## src/rtl/multi_sync_cell.sv

```systemverilog
// multi_sync_cell
//   Carries WIDTH independent asynchronous single-bit levels into the clk
//   domain through a STAGES-deep flop chain, an optional per-bit stability
//   filter, and registered rise/fall edge pulses.
//
// Ports
//   clk   : sole clock
//   rstn  : asynchronous, active-low reset
//   d     : asynchronous inputs, one independent signal per bit
//   o     : synchronised (and filtered) level
//   rise  : one-cycle pulse when o[i] goes 0->1
//   fall  : one-cycle pulse when o[i] goes 1->0
//   chg   : registered OR of all rise/fall bits
module multi_sync_cell #(
    parameter int unsigned      WIDTH      = 4,
    parameter int unsigned      STAGES     = 2,
    parameter logic [WIDTH-1:0] RST_VAL    = '0,
    parameter int unsigned      FILTER_LEN = 0
) (
    input  logic             clk,
    input  logic             rstn,
    input  logic [WIDTH-1:0] d,
    output logic [WIDTH-1:0] o,
    output logic [WIDTH-1:0] rise,
    output logic [WIDTH-1:0] fall,
    output logic             chg
);

    if (STAGES < 2) begin : g_bad_stages
        $error("multi_sync_cell: STAGES must be at least 2");
    end
    if (FILTER_LEN > 255) begin : g_bad_filter
        $error("multi_sync_cell: FILTER_LEN must not exceed 255");
    end

    logic [WIDTH-1:0] r_chain [STAGES];
    logic [WIDTH-1:0] w_s;
    logic [WIDTH-1:0] w_o_next;
    logic [WIDTH-1:0] r_rise;
    logic [WIDTH-1:0] r_fall;
    logic             r_chg;

    // Pure flop chain: no logic between stages.
    always_ff @(posedge clk or negedge rstn) begin
        if (!rstn) begin
            for (int unsigned k = 0; k < STAGES; k++) begin
                r_chain[k] <= RST_VAL;
            end
        end else begin
            r_chain[0] <= d;
            for (int unsigned k = 1; k < STAGES; k++) begin
                r_chain[k] <= r_chain[k-1];
            end
        end
    end

    assign w_s = r_chain[STAGES-1];

    if (FILTER_LEN == 0) begin : g_no_filter
        // o is the last chain stage; its next value is the stage before it,
        // which lets the edge pulses register in the same cycle o changes.
        assign o        = w_s;
        assign w_o_next = r_chain[STAGES-2];
    end else begin : g_filter
        localparam int unsigned    CW       = $clog2(FILTER_LEN + 1);
        localparam logic [CW-1:0] CNT_LAST = CW'(FILTER_LEN - 1);

        logic [CW-1:0]    r_cnt      [WIDTH];
        logic [CW-1:0]    w_cnt_next [WIDTH];
        logic [WIDTH-1:0] r_o;

        // Counter tracks consecutive edges on which s differs from o; any
        // agreement restarts it, reaching the last count commits the change.
        always_comb begin
            w_o_next = r_o;
            for (int unsigned i = 0; i < WIDTH; i++) begin
                w_cnt_next[i] = '0;
                if (w_s[i] != r_o[i]) begin
                    if (r_cnt[i] == CNT_LAST) begin
                        w_o_next[i] = w_s[i];
                    end else begin
                        w_cnt_next[i] = r_cnt[i] + 1'b1;
                    end
                end
            end
        end

        always_ff @(posedge clk or negedge rstn) begin
            if (!rstn) begin
                r_o <= RST_VAL;
                for (int unsigned i = 0; i < WIDTH; i++) begin
                    r_cnt[i] <= '0;
                end
            end else begin
                r_o <= w_o_next;
                for (int unsigned i = 0; i < WIDTH; i++) begin
                    r_cnt[i] <= w_cnt_next[i];
                end
            end
        end

        assign o = r_o;
    end

    // Pulses come from next vs current o so they align with the new level.
    always_ff @(posedge clk or negedge rstn) begin
        if (!rstn) begin
            r_rise <= '0;
            r_fall <= '0;
            r_chg  <= 1'b0;
        end else begin
            r_rise <= w_o_next & ~o;
            r_fall <= ~w_o_next & o;
            r_chg  <= |(w_o_next ^ o);
        end
    end

    assign rise = r_rise;
    assign fall = r_fall;
    assign chg  = r_chg;

endmodule

```

## config.mk

```make
export PLATFORM = sky130hd
export DESIGN_NAME = multi_sync_cell
export DESIGN_NICKNAME = d
export VERILOG_FILES = /design/src/rtl/multi_sync_cell.sv
export SDC_FILE = /design/constraint.sdc
export NUM_CORES = 1
export LEC_CHECK = 0
export ABC_AREA = 0
export CAP_MARGIN = 40
export CORE_MARGIN = 2
export CORE_UTILIZATION = 41
export DETAILED_ROUTE_END_ITERATION = 6
export PLACE_DENSITY = 0.84
export SETUP_SLACK_MARGIN = 0.15
export SYNTH_ARGS = -nofsm -noshare
export SYNTH_HDL_FRONTEND = slang
export SYNTH_SLANG_ARGS = --single-unit
```

## constraint.sdc

```tcl
create_clock -name clk -period 1.1 [get_ports clk]
set_input_delay 0.275 -clock clk [delete_from_list [all_inputs] [get_ports clk]]
set_output_delay 0.275 -clock clk [all_outputs]
set_load 0.1 [all_outputs]
```

; ---- Word level (Yosys, flattened, before mapping)
; Cells that the tools add are included.
[word_totals]
rom_bits = 0
latchBits = 0
ramBits = 0
reg_bits = 17
mem_count = 0
wordCells = 11
input_bits = 6
out_inout_bits = 13
[classes]
eq_ne = 0
shifts = 0
addsub = 0
n_bitwise = 5
div = 0
multipliers = 0
n_mux = 0
magnitude_cmp = 0
reduce_logical = 1
[op_table]
columns = op, count
row1 = AND 4 bit, 2
row2 = inverter 4 bit, 2
row3 = OR reduction 4 bit, 1
row4 = bitwise XOR 4 bit, 1

; ---- Depth between registers and ports, before layout
[logic_depth]
word_depth = 2
depth_mapped = 3
ltp_nobuf = 3

; ---- Least setup slack after synthesis
; Ideal clock, no wire load.
[synth_timing]
path_type = register to register
from = register r_chain (netlist bit o[1])
to = register r_chg (netlist: chg)
path_stages_with_launch = 4
setup_slack_ns = -0.425
synth_period_minus_slack_ns = 1.525
n_path_buf = 0
setup_time_ns = 0.130
required_time_ns = 0.970
arrival_ns = 1.396
cell_sequence = dfrtp_1 inv_1 ha_1 nand4_1
[synth_between]
elab_chain_len = 2
[synth_rtl]
columns = element, line_no
row1 = "start, declared", 36  ; logic [WIDTH-1:0] r_chain [STAGES];
row2 = "start signal, assigned by index", 52  ; r_chain[k] <= r_chain[k-1];
row3 = bitwise XOR 4 bit, 114  ; r_chg <= |(w_o_next ^ o);
row4 = OR reduction 4 bit, 114
row5 = "end signal, assigned", 114
row6 = "end, declared", 41  ; logic r_chg;
; Every way passes these cells.

; ---- Worst setup path in the final report
[layout_timing]
from = register r_chain (netlist bit o[1])
to = output o[1]
[layout_rtl]
columns = element, line_no
row1 = "end, declared", 23  ; output logic [WIDTH-1:0] o,
; No word-level cell between the ends.

==> results.yml <==
sta:
  fmax_mhz: 821
  tns_ns: -0.757
  setup_viol: 13
  worst_pin_slew_ns: 0.122
  slew-limit-headroom_pct: 91.8
  rsz0062_at_grt: "yes"
  slew_viol_final: 0
  fin_skew_ns: 0.00278
  hold_viol_final: 0
  fin_ws_ns: -0.118
  min_period_ns: 1.22
  finalCritPeriodShare_pct: 111
detailed_routing:
  routedWlPerCell_um: 10.9
  antenna_left: 0
  vias_per_cell: 4.32
  drcViolationCount: 0
  routed_wl_um: 826
  first_pass_iters: 3
  via_count: 328
  initialDrtViolationCount: 2
pwr:
  peakVddDrop_mv: 0.799
  p_leak_nw: 0.474
  power_density_nw_per_um2: 1310
worst_setup_path:
  crit_family: "flip-flops"
  cp.depth: 1
  crit_chain: "buf_12"
  critPathBufInv: 1
  critPathMaxFanout: 2
  critical_path.max_stage_delay_ns: 0.50
  r2r_cells: 4
  required_ns: 0.82
  critical-path-slowest-cell: "dfrtp_4"
  arrival_ns: 0.94
  endpoint_kind: "output port"
  start_kind: "flop"
  regToRegSetupSlack_ns: 0.04
  critical_path_class: "flop to output port"
yosys:
  syn_inst: 34
  ys.warnings.count: 0
  ys_seq_area_share_pct: 75.7
  yosysMostFrequentCell: "dfrtp_1"
  syn-cell-area_um2: 562
  synth_cell_type_count: 4
  synthArstFlopShare_pct: 100
  ys_ff_latch: 17
  syn_nets: 48
  synthTopCellsByCount: "17 x dfrtp_1, 8 x ha_1, 8 x inv_1, 1 x nand4_1"
  synth_area_leader_cell: "dfrtp_1"
  synthTopCellsByArea: "dfrtp_1 76%, ha_1 18%, inv_1 5.3%"
  synth.top_cell.area_share_pct: 75.7
  avgSynthCellArea_um2: 16.5
  synth-edff-count: 0
  synth_flop_cell: "dfrtp_1"
floorplan:
  die_h_um: 41.0
  core_um2: 1280
  start_util_pct: 43.7
  num_io_pins: 19
  dieArea_um2: 1680
  rows: 13
  die_x_um: 41.0
clock_network:
  clock_latency_ns: 0.27
  clockBufferDepth: 2
  cts.sinks: 17
  htree_levels: 1
  clkTransAtPathRegs_ns: 0.08
  cts_tree: "yes"
  clockRootBuffer: "clkbuf_4"
  cts_buffers: 3
place:
  gp_congestion: 0.649
  dp_hpwl_um: 674
  io_buffers: 18
run:
  drv_cap: 0
global_route:
  grt_pass1_vias: 318
  track_usage_pct: 13.1
  grt_pass1_wl_um: 1290
  antenna_found_initial: 0
  grt_max_degree: 18
  gr-total-overflow: 0
layout:
  diodes: 0
  layout.nets: 76
  nFillCells: 62
  seq_area_um2: 452
  multi_input_area_um2: 156
  drive_above_1_share_pct: 68.9
  area_growth_pct: 85.7
  final_util_pct: 81.2
worst_hold_path:
  hp-class: "input pin to async pin"
status:
  outcome: "finished with violations"
  violations: "negative setup slack"
## through the flow
step	worst slack (ns)	total power [mW]	cells	area, um^2	hold slack [ns]
floorplan	-0.0366	0.902	34	638	-0.0206
global placement	0.147	1.06	68	987	0.387
detailed placement	0.144	1.07	68	987	0.399
CTS	-0.136	1.39	76	1040	0.333
global route	-0.161	1.44	76	1040	0.332
finish	-0.118	1.37	76	1040	0.337
## logic make-up after synthesis
kind of cell             count (synthesis)  synth area share (%)
adder cells (fa/ha/maj)                  8                  17.8
flip-flops                              17                  75.7
AND/OR/NAND/NOR                          1                  1.11
buffers and inverters                    8                  5.35
## flip-flops by register name, indices dropped and copies added (netlist names)
register and count:
chg 1, rise 4, w_o_next 4, o 4, fall 4
## path summary, 6_finish.rpt
kind | startpoint | endpoint
min in group clk | w_o_next[0] | o[0]
max | o[1] | o[1]
min reg2reg | w_o_next[0] | o[0]
max reg2reg | o[1] | chg
max in group asynchronous | rstn | o[0]
min | rstn | rise[0]
## final cells by class
cell class / count / area share, %
Sequential cell: 17 / 43.3
Timing Repair Buffer: 23 / 34.5
Multi-Input combinational cell: 9 / 15.0
Inverter: 8 / 2.88
Clock buffer: 4 / 2.52
Tap cell: 15 / 1.80
## timing repair
item,4_1_cts,5_1_grt
setup endpoints to repair,14,14
pin swaps,0,0
resized for setup,0,0
hold buffers,0,0
buffers inserted,4,0
## layer usage
metal / wire length [um] / track usage, % / share of wire, % / up-vias
li1: - / - / - / 154
met1: 323 / 12.6 / 39 / 158
met2: 452 / 23.4 / 55 / 14
met3: 43 / 4.89 / 5.2 / 2
met4: 6 / 7.50 / 0.73 / 0
met5: 0 / 0 / 0 / -
## layout by cell type (no fill, tap or decap), drive strengths merged
cell type / instances
clkbuf: 4
inv: 8
nand4: 1
dfrtp: 17
clkdlybuf4s50: 5
buf: 18
ha: 8
## power by group
part,internal [mW],total [mW],switching (mW)
logic,0.140,0.373,0.234
registers,0.664,0.692,0.0278
clock network,0.140,0.301,0.161
total,0.944,1.37,0.422
Power figures use the tool's default switching activity.
